===== config.mk =====
export PLATFORM = sky130hd
export DESIGN_NAME = mem_port_arbiter
export DESIGN_NICKNAME = d
export VERILOG_FILES = /design/src/rtl/mem_port_arbiter.sv
export SDC_FILE = /design/constraint.sdc
export NUM_CORES = 1
export LEC_CHECK = 0
export ABC_AREA = 1
export BUFFER_PORTS_ARGS = -buffer_cell sky130_fd_sc_hd__buf_2
export CAP_MARGIN = 30
export CORE_AREA = 2 2 98 100
export CTS_CLUSTER_SIZE = 40
export DETAILED_ROUTE_END_ITERATION = 7
export DIE_AREA = 0 0 100 102
export HOLD_SLACK_MARGIN = 0.05
export PLACE_DENSITY = 0.47
export REMOVE_ABC_BUFFERS = 1
export SYNTH_ARGS = -nofsm -noshare
export SYNTH_HDL_FRONTEND = slang
export SYNTH_SLANG_ARGS = --single-unit

===== constraint.sdc =====
create_clock -name clk_i -period 2.5 [get_ports clk_i]
set_input_delay 0.125 -clock clk_i [delete_from_list [all_inputs] [get_ports clk_i]]
set_output_delay 0.125 -clock clk_i [all_outputs]
set_load 0.05 [all_outputs]

===== src/rtl/mem_port_arbiter.sv =====
// Two-port arbiter sharing one synchronous single-port memory.
// LS normally wins; a starvation counter guarantees IF progress.
`ifndef CPU_WIDTH
`define CPU_WIDTH 32
`endif

module mem_port_arbiter #(
    parameter int MEM_AW     = 11,
    parameter int STARVE_MAX = 4
) (
    input  logic                  clk_i,
    input  logic                  rst_n_i,
    input  logic                  if_req_i,
    input  logic [`CPU_WIDTH-1:0] if_addr_i,
    output logic                  if_gnt_o,
    output logic                  if_rvalid_o,
    output logic [`CPU_WIDTH-1:0] if_rdata_o,
    input  logic                  ls_req_i,
    input  logic                  ls_we_i,
    input  logic [`CPU_WIDTH-1:0] ls_addr_i,
    input  logic [`CPU_WIDTH-1:0] ls_wdata_i,
    input  logic [3:0]            ls_be_i,
    output logic                  ls_gnt_o,
    output logic                  ls_rvalid_o,
    output logic [`CPU_WIDTH-1:0] ls_rdata_o,
    output logic                  mem_en_o,
    output logic                  mem_we_o,
    output logic [3:0]            mem_be_o,
    output logic [MEM_AW-1:0]     mem_addr_o,
    output logic [`CPU_WIDTH-1:0] mem_wdata_o,
    input  logic [`CPU_WIDTH-1:0] mem_rdata_i
);

    localparam int SW = $clog2(STARVE_MAX + 2);

    typedef enum logic [1:0] {
        RESP_NONE = 2'd0,
        RESP_IF   = 2'd1,
        RESP_LS   = 2'd2
    } resp_t;

    resp_t         r_resp_q;
    resp_t         w_resp_d;
    logic          r_ls_we_q;
    logic [SW-1:0] r_starve_cnt;
    logic [SW-1:0] w_starve_d;
    logic          w_starved;
    logic          w_if_gnt;
    logic          w_ls_gnt;

    // Byte-offset and wrap bits are dropped on purpose.
    logic w_unused_bits;
    assign w_unused_bits = ^{if_addr_i[`CPU_WIDTH-1:MEM_AW+2],
                             if_addr_i[1:0],
                             ls_addr_i[`CPU_WIDTH-1:MEM_AW+2],
                             ls_addr_i[1:0]};

    assign w_starved = (r_starve_cnt == SW'(STARVE_MAX));

    // Grant: LS first unless IF has waited STARVE_MAX LS grants; none in reset.
    always_comb begin
        w_if_gnt = 1'b0;
        w_ls_gnt = 1'b0;
        if (rst_n_i) begin
            if (ls_req_i && !(if_req_i && w_starved)) begin
                w_ls_gnt = 1'b1;
            end else if (if_req_i) begin
                w_if_gnt = 1'b1;
            end
        end
    end

    assign if_gnt_o = w_if_gnt;
    assign ls_gnt_o = w_ls_gnt;

    // Steer the winner's request onto the memory port.
    always_comb begin
        mem_en_o    = 1'b0;
        mem_we_o    = 1'b0;
        mem_be_o    = 4'b0000;
        mem_addr_o  = '0;
        mem_wdata_o = '0;
        if (w_ls_gnt) begin
            mem_en_o    = 1'b1;
            mem_we_o    = ls_we_i;
            mem_be_o    = ls_be_i;
            mem_addr_o  = ls_addr_i[MEM_AW+1:2];
            mem_wdata_o = ls_wdata_i;
        end else if (w_if_gnt) begin
            mem_en_o   = 1'b1;
            mem_addr_o = if_addr_i[MEM_AW+1:2];
        end
    end

    // Next response owner and starvation count.
    always_comb begin
        w_resp_d   = RESP_NONE;
        w_starve_d = r_starve_cnt;
        if (w_ls_gnt) begin
            w_resp_d = RESP_LS;
        end else if (w_if_gnt) begin
            w_resp_d = RESP_IF;
        end
        if (w_ls_gnt && if_req_i) begin
            if (!w_starved) begin
                w_starve_d = r_starve_cnt + 1'b1;
            end
        end else if (w_if_gnt || !if_req_i) begin
            w_starve_d = '0;
        end
    end

    // State registers; reset drops any owed response.
    always_ff @(posedge clk_i or negedge rst_n_i) begin
        if (!rst_n_i) begin
            r_resp_q     <= RESP_NONE;
            r_ls_we_q    <= 1'b0;
            r_starve_cnt <= '0;
        end else begin
            r_resp_q     <= w_resp_d;
            r_ls_we_q    <= w_ls_gnt & ls_we_i;
            r_starve_cnt <= w_starve_d;
        end
    end

    assign if_rvalid_o = (r_resp_q == RESP_IF);
    assign ls_rvalid_o = (r_resp_q == RESP_LS);
    assign if_rdata_o  = if_rvalid_o ? mem_rdata_i : '0;
    assign ls_rdata_o  = (ls_rvalid_o && !r_ls_we_q) ? mem_rdata_i : '0;

endmodule

---- Yosys cells after proc, flatten, opt, wreduce, memory -nomap -nowiden ----
Cells that the tools add are included.
storage, ports and cells
  register bits ........................... 6
  input bits .............................. 137
  output and inout bits ................... 117
  logic and storage cells ................. 38
cells by class
  $add $sub $neg .......................... 1
  equality and inequality tests ........... 4
  multiplexer cells ....................... 19
  bitwise operators ....................... 1
  reduce and logical (&&, ||, !) cells .... 10
operators by type and width
  kind                 count
  $mux 32              3
  $mux 11              2
  $mux 1               9
  $mux 3               3
  $logic_and 1x1->1    4
  $mux 4               1
  $add 3x1->3 const B  1
  $eq 3x3->1 const B   1
  $logic_not 1->1      3
  $eq 2x1->1 const B   1
  $eq 2x2->1 const B   1
  $mux 2               1
  $ne 2x2->1 const B   1
  $reduce_and 2->1     1
  $reduce_bool 2->1    1
  $and 1x1->1          1
  $logic_or 1x1->1     1

---- Longest topological paths before layout ----
Gate-level depths: netlist of run 1.
  word-level depth ........................ 9
  gate-level depth with buffers ........... 9
  mapped depth without buffers ............ 7

---- Worst setup path before layout of run 1 ----
No wires, ideal clock.
  path kind ............................... reg-to-output
  from .................................... register r_resp_q[0]
  to ...................................... output port ls_rdata_o[10]
  arrival ................................. 2.206 ns
  data required time ...................... 2.375 ns
  setup slack ............................. 0.169 ns
  stages on the path, launching flop included .. 5
  path buffers ............................ 1
  path through ............................ dfrtp_1 nor2_1 nand2_1 clkbuf_1 nor2_1
between the ends
  longest elaborated chain between the ends .. 3
ends and longest elaborated chain
  item                    RTL line  RTL
  from (decl)             42        resp_t r_resp_q;
  from (signal assigned)  120       r_resp_q <= w_resp_d;
  $eq 2x2->1              127       assign ls_rvalid_o = (r_resp_q == RESP_LS);
  via ls_rvalid_o         24        output logic ls_rvalid_o,
  $logic_and 1x1->1       129       assign ls_rdata_o = (ls_rvalid_o && !r_ls_we_q) ? mem_rdata_i : '0;
  $mux 32                 129
  to (decl)               25        output logic [`CPU_WIDTH-1:0] ls_rdata_o,
The timed path passes the listed nets, and every way through them passes these cells.

---- Final worst setup path of run 1 ----
  from .................................... register r_starve_cnt[0]
  to ...................................... output port mem_be_o[2]
between the ends
  longest elaborated chain between the ends .. 7
ends and longest elaborated chain
  item                    RTL line  RTL
  from (decl)             45        logic [SW-1:0] r_starve_cnt;
  from (signal assigned)  122       r_starve_cnt <= w_starve_d;
  $eq 3x3->1              58        assign w_starved = (r_starve_cnt == SW'(STARVE_MAX));
  $logic_and 1x1->1       65        if (ls_req_i && !(if_req_i && w_starved)) begin
  $logic_not 1->1         65
  $logic_and 1x1->1       65
  $mux 1                  65
  $mux 1                  64        if (rst_n_i) begin
  $mux 4                  83        if (w_ls_gnt) begin
  to (decl)               28        output logic [3:0] mem_be_o,
No other way between the ends.

==> results of run 1 <==
-- metrics by stage --
step / power [mW] / std cells / hold slack (ns) / setup WS (ns)
after CTS: 0.769 / 575 / 0.153 / 0.293
final: 0.759 / 575 / 0.158 / 0.328
after floorplan: 0.451 / 245 / -0.171 / -0.216
after detailed placement: 0.621 / 571 / 0.0629 / 0.533
after global placement: 0.619 / 571 / 0.0664 / 0.546
after global routing: 0.805 / 575 / 0.154 / 0.0912
-- report_power, final --
part	switching [mW]	internal (mW)
registers	0.00158	0.101
logic	0.383	0.132
clock network	0.0380	0.103
-- kinds of logic (layout without fill, tap and decap cells) --
| logic type | Yosys count | after routing | synth area share |
|---|---|---|---|
| buffers and inverters | 96 | 300 | 0.315 |
| adders and majority gates | 2 | 2 | 0.0207 |
| DFF | 6 | 6 | 0.124 |
| and+or+nand+nor | 153 | 153 | 0.521 |
| AOI/OAI and AO/OA | 3 | 3 | 0.0187 |
-- routing by layer --
layer | share of wire | routed length, microns
met5 | 0 | 0
met4 | 0.00076 | 4
met3 | 0.10 | 526
met2 | 0.50 | 2650
met1 | 0.40 | 2080
-- cell usage in the layout, fill, tap and decap left out --
cell type | netlist | routed
sky130_fd_sc_hd__nand2_2 | 2 | 2
sky130_fd_sc_hd__buf_2 | 4 | 211
sky130_fd_sc_hd__inv_1 | 80 | 80
sky130_fd_sc_hd__o21bai_1 | 3 | 3
sky130_fd_sc_hd__dlygate4sd3_1 | 0 | 1
sky130_fd_sc_hd__nor2_1 | 107 | 107
sky130_fd_sc_hd__ha_1 | 2 | 2
sky130_fd_sc_hd__buf_4 | 0 | 4
sky130_fd_sc_hd__nand3_2 | 1 | 1
sky130_fd_sc_hd__nand4_1 | 12 | 12
sky130_fd_sc_hd__inv_2 | 1 | 1
sky130_fd_sc_hd__nand2_1 | 20 | 20
sky130_fd_sc_hd__dfrtp_1 | 6 | 6
sky130_fd_sc_hd__clkbuf_8 | 0 | 3
sky130_fd_sc_hd__nand3_1 | 11 | 11
-- Yosys cell counts, drive strengths merged --
master,instances
buf,8
clkbuf,7
dfrtp,6
ha,2
inv,81
nand2,22
nand3,12
nand4,12
nor2,107
o21bai,3
-- final cells by class --
cell class                      count  area, sq um
Timing Repair Buffer              216         1100
Clock buffer                        3         41.3
Sequential cell                     6          150
Tap cell                          111          139
Fill cell                        1035         6700
Inverter                           81          304
Multi-Input combinational cell    158          677
-- final timing paths --
path	from	to	slack (ns)	depth (start not counted)
worst min-delay path	ls_we_i	r_ls_we_q	0.16	3
worst max-delay path	r_starve_cnt[0]	mem_be_o[2]	0.33	9
min in group asynchronous	rst_n_i	r_starve_cnt[2]	0.37	2
worst min register to register	r_starve_cnt[0]	r_starve_cnt[0]	0.49	1
max in group asynchronous	rst_n_i	r_resp_q[0]	1.85	2
worst max register to register	r_starve_cnt[0]	r_ls_we_q	1.04	7
-- repair_timing --
| item | in CTS | in global routing |
|---|---|---|
| hold buffers | 1 | 0 |
| setup buffers | 0 | 0 |
| hold endpoints to repair | 6 | 0 |
-- critical path, stage by stage (launching register included) --
cell and delay, ns:
sky130_fd_sc_hd__dfrtp_1 0.39, sky130_fd_sc_hd__inv_1 0.08, sky130_fd_sc_hd__ha_1 0.18, sky130_fd_sc_hd__nand3_2 0.10, sky130_fd_sc_hd__nand2_2 0.21, sky130_fd_sc_hd__inv_2 0.08, sky130_fd_sc_hd__nand2_2 0.14, sky130_fd_sc_hd__buf_4 0.34
sky130_fd_sc_hd__nor2_1 0.08, sky130_fd_sc_hd__buf_2 0.22
-- registers in the layout, summed over array words and instances, names as in the netlist --
register / flops
r_ls_we_q: 1
r_resp_q: 2
r_starve_cnt: 3
==> parameters.txt, run 1 <==
Parameter                              Value

Job
  Maxcap violations    0

Synthesis
  Top cell type by total area after synthesis    sky130_fd_sc_hd__nor2_1
  Syn avg cell area    4.64 sq um
  Gate count of the mapped netlist    260
  Top post-synthesis cells by area    sky130_fd_sc_hd__nor2_1 33%, sky130_fd_sc_hd__inv_1 25%, sky130_fd_sc_hd__dfrtp_1 12%
  Yosys Warn Count    0
  Part of the Yosys area used for sequential elements    0.124
  Mapped Area    ~1200 sq um
  Number of storage elements in the synthesis netlist    6
  Portion of synthesized cell area occupied by the leading cell type    0.333
  Number of different library cells in the post-synthesis netlist    15

STA
  Slew HR    0.736
  Period utilisation layout    0.869
  Final-report setup violation count    0
  Pins Over Slew Limit    0
  Measured slew at the worst slew-check pin    ~0.4 ns
  Time the final worst path needs with I/O delays and setup    2.17 ns
  Achievable Freq    between 400 and 500 MHz
  RSZ-0062 raised after global routing    no
  Setup total negative slack    0 ns
  Maximum clock skew at final layout    0.00131 ns
  Count of final hold-check violations    0

Clocking
  Inserted Clock Buffers    3
  Clock-pin slew on the worst setup and hold paths    about 0.030 ns
  Clock tree from TritonCTS    built
  Clock insertion delay at the later pin of the skew report    0.22 ns
  Cell at the root of the clock tree    sky130_fd_sc_hd__clkbuf_8
  Clock sink count    6
  Post-CTS Resized    0
  Maximum count of clock buffers along a single path    2
  H-tree levels    1

Cells and area
  Area overhead of the layout relative to synthesis    99.4%
  Share of the core filled with cells    0.264
  Ratio of cells with drive above 1 in the final layout    0.478
  Final Instance Area    roughly 2400 sq um
  Post-layout nets    about 610
  Count of antenna diodes in the layout    0

Worst setup path
  CP arrival    between 2 and 2.5 ns
  Required time reported for the critical path endpoint    around 2.4 ns
  Type of destination of the critical path    output port
  Critical Path Source Type    flip-flop
  Largest fanout on the critical path    33
  Critical path class    reg2out

Floorplan
  Die extent in y    a little over 100 microns
  Die W    100 microns
  Core region area    between 9000 and 10000 sq um
  Row count    35
  Initial standard-cell utilization of the core    0.133
  I/O pin count    roughly 250
  Die ar.    a little over 10000 sq um

Placed design
  Final weighted congestion in routability-driven placement    0.698
  Port-buffer cells    211
  Post-DP HPWL    between 4000 and 5000 microns
  Post-placement cell area    2360 sq um

Min path
  Class of the most critical hold timing path    in2reg

Run status
  Status    finished clean

GRT
  Global-route wire length before repair    between 7000 and 8000 microns
  Largest net degree at the start of global routing    34
  Number of global-route vias before repair    1755
  Global-route congestion overflow total    0
  Met1 usage    0.0947
  Met2 Resource Use GR    0.170
  Met3 demand-to-capacity share in global routing    0.0198
  Overall fraction of global-route tracks in use    0.0849
  Antenna violations before repair    0
  Most heavily used metal layer in global routing    met2

Pwr
  Pleak    around 1.9 nW
  Peak supply drop    0.153 mV
  Pwr/cell area    about 320 nW/um^2

Detailed routing
  Routed wire per std cell    just over 9 microns
  Vias    2151
  Total routed wirelength    roughly 5300 microns
  First-pass iteration count of the detailed router    4
  First DRT Iteration DRCs    62
  Number of remaining DRC errors    0
  Post-DRT Antenna Nets    0
  Vias per std cell    between 3 and 4
Power figures use the tool's default switching activity.
==> run 2, diff against run 1 <==
--- a/config.mk
+++ b/config.mk
@@ -8,13 +8,15 @@
 export ABC_AREA = 1
 export BUFFER_PORTS_ARGS = -buffer_cell sky130_fd_sc_hd__buf_2
 export CAP_MARGIN = 30
-export CORE_AREA = 2 2 98 100
+export CORE_AREA = 2 2 99 101
+export CTS_BUF_LIST = sky130_fd_sc_hd__clkbuf_2 sky130_fd_sc_hd__clkbuf_4 sky130_fd_sc_hd__clkbuf_8
 export CTS_CLUSTER_SIZE = 40
 export DETAILED_ROUTE_END_ITERATION = 7
-export DIE_AREA = 0 0 100 102
+export DIE_AREA = 0 0 101 103
 export HOLD_SLACK_MARGIN = 0.05
-export PLACE_DENSITY = 0.47
+export PLACE_DENSITY = 0.59
 export REMOVE_ABC_BUFFERS = 1
 export SYNTH_ARGS = -nofsm -noshare
 export SYNTH_HDL_FRONTEND = slang
 export SYNTH_SLANG_ARGS = --single-unit
+export TNS_END_PERCENT = 50
==> parameters.txt, run 2 (synthesis results as in run 1) <==
Parameter                              Value

Floorplan
  Die W    about 100 microns
  Row count    36
  Die ar.    around 10000 sq um
  I/O pin count    approximately 250
  Die extent in y    between 100 and 150 microns
  Initial standard-cell utilization of the core    0.128
  Core region area    between 9000 and 10000 sq um

STA
  Maximum clock skew at final layout    roughly 0.0058 ns
  Pins Over Slew Limit    0
  Final-report setup violation count    0
  Setup total negative slack    0 ns
  Slew HR    0.718
  WHS    0.160 ns
  RSZ-0062 raised after global routing    no
  Measured slew at the worst slew-check pin    0.423 ns
  Period utilisation layout    0.864
  Achievable Freq    about 460 MHz
  Count of final hold-check violations    0
  Time the final worst path needs with I/O delays and setup    between 2 and 2.5 ns
  Final worst slack    approximately 0.34 ns

GRT
  Number of global-route vias before repair    1670
  Largest net degree at the start of global routing    34
  Overall fraction of global-route tracks in use    0.0910
  Global-route wire length before repair    around 7500 microns
  Antenna violations before repair    2
  Global-route congestion overflow total    0

Pwr
  Pwr/cell area    315 nW/um^2
  Pleak    approximately 1.9 nW
  Peak supply drop    0.128 mV

Min path
  Class of the most critical hold timing path    in2reg

Clocking
  Cell at the root of the clock tree    sky130_fd_sc_hd__clkbuf_8
  Post-CTS Resized    0
  Maximum count of clock buffers along a single path    2
  Clock-pin slew on the worst setup and hold paths    0.04 ns
  H-tree levels    1
  Clock insertion delay at the later pin of the skew report    roughly 0.22 ns
  Clock sink count    6
  Clock tree from TritonCTS    built
  Inserted Clock Buffers    3

Worst setup path
  Startpoint of the lowest-slack register-to-register path    r_starve_cnt[0]
  Max stage delay cell, worst path    sky130_fd_sc_hd__dfrtp_1
  CP arrival    2.04 ns
  Kind of cell with the highest combined delay on the critical path    simple AND/OR/NAND/NOR gates
  Critical Path Source Type    flip-flop
  Type of destination of the critical path    output port
  Number of buffer and inverter stages on the critical path    4
  Critical path class    reg2out
  Register-to-register setup slack    a little over 0.9 ns
  CP Launch Point    r_starve_cnt[0]
  CP Cell Sequence    inv_1 > ha_1 > nand3_2 > nand2_2 > inv_2 > nand2_2 > buf_12 > nor2_1 > buf_2
  Endpoint of the worst register-to-register path    r_ls_we_q
  Largest fanout on the critical path    27
  WP depth    9
  Required time reported for the critical path endpoint    between 2 and 2.5 ns
  Delay of the slowest cell on the worst path    0.39 ns
  Worst setup path endpoint    mem_be_o[2]
  Worst reg-to-reg path cell count    7
  Most used cell, CP    sky130_fd_sc_hd__nand2_2

Detailed routing
  First DRT Iteration DRCs    37
  Routed wire per std cell    ~9.7 microns
  Vias per std cell    3.71
  Vias    2147
  First-pass iteration count of the detailed router    4
  Total routed wirelength    roughly 5600 microns
  Number of remaining DRC errors    0
  Post-DRT Antenna Nets    0

Placed design
  Worst Setup Slack post-DPL    ~0.56 ns
  Final weighted congestion in routability-driven placement    between 0.7 and 0.8
  Post-DP HPWL    around 4800 microns
  Port-buffer cells    about 210
  Post-placement cell area    roughly 2400 sq um

Cells and area
  Ratio of cells with drive above 1 in the final layout    0.478
  Post-layout nets    605
  Register with the highest flop count    r_starve_cnt
  Count of antenna diodes in the layout    0
  Final Instance Area    roughly 2400 sq um
  Area overhead of the layout relative to synthesis    101%
  Commonest cells after routing, fill and taps aside    211 x sky130_fd_sc_hd__buf_2, 107 x sky130_fd_sc_hd__nor2_1, 80 x sky130_fd_sc_hd__inv_1
  Largest registers    r_starve_cnt (3), r_resp_q (2), r_ls_we_q (1)
  Number of flip-flops in the largest register    3
  Leading cell type in the layout, fill and taps excluded    sky130_fd_sc_hd__buf_2

Job
  Maxcap violations    0

Run status
  Status    finished clean
-- run 2: metrics by stage --
step | utilization | instances | power (mW)
2_1_floorplan | - | 245 | 0.451
3_3_place_gp | 0.251 | 574 | 0.625
3_5_place_dp | 0.251 | 574 | 0.625
4_1_cts | 0.256 | 578 | 0.774
5_1_grt | 0.256 | 578 | 0.816
6_report | 0.256 | 578 | 0.764
-- run 2: final cells by class --
class	count	area [sq um]
clock buffers	3	41.3
fillers	1119	7040
inverters	81	304
multi-input cells	158	677
flip-flops and latches	6	150
well taps	114	143
repair buffers	216	1110
-- run 2: timing repair --
| item | CTS | global route |
|---|---|---|
| hold endpoints to repair | 6 | 0 |
| buffers inserted | 0 | 0 |
| hold buffers | 1 | 0 |
-- run 2: tightest hold or removal path, stage by stage --
cell                     delay [ns]
sky130_fd_sc_hd__buf_2         0.09
sky130_fd_sc_hd__inv_1         0.05
sky130_fd_sc_hd__nor2_1        0.06
-- run 2: metal layers --
metal	track usage	vias to the layer above	wire, microns
li1	-	1135	-
met1	0.0907	864	2090
met2	0.192	140	2790
met3	0.0264	6	682
met4	0.00624	2	25
met5	0	-	13
-- run 2: worst min path at each step --
stage | end | start | slack (ns) | depth (start not counted)
after floorplan | r_ls_we_q | rst_n_i | -0.17 | 0
after global placement | r_starve_cnt[1] | rst_n_i | 0.07 | 1
after detailed placement | r_starve_cnt[1] | rst_n_i | 0.07 | 1
after CTS | r_ls_we_q | ls_we_i | 0.18 | 3
after global routing | r_ls_we_q | ls_we_i | 0.19 | 3
final | r_ls_we_q | ls_we_i | 0.16 | 3
-- run 2: power breakdown --
part | internal [mW] | switching, mW | total [mW]
sequential | 0.101 | 0.00158 | 0.103
combinational | 0.135 | 0.384 | 0.519
clock | 0.103 | 0.0391 | 0.142
total | 0.340 | 0.424 | 0.764
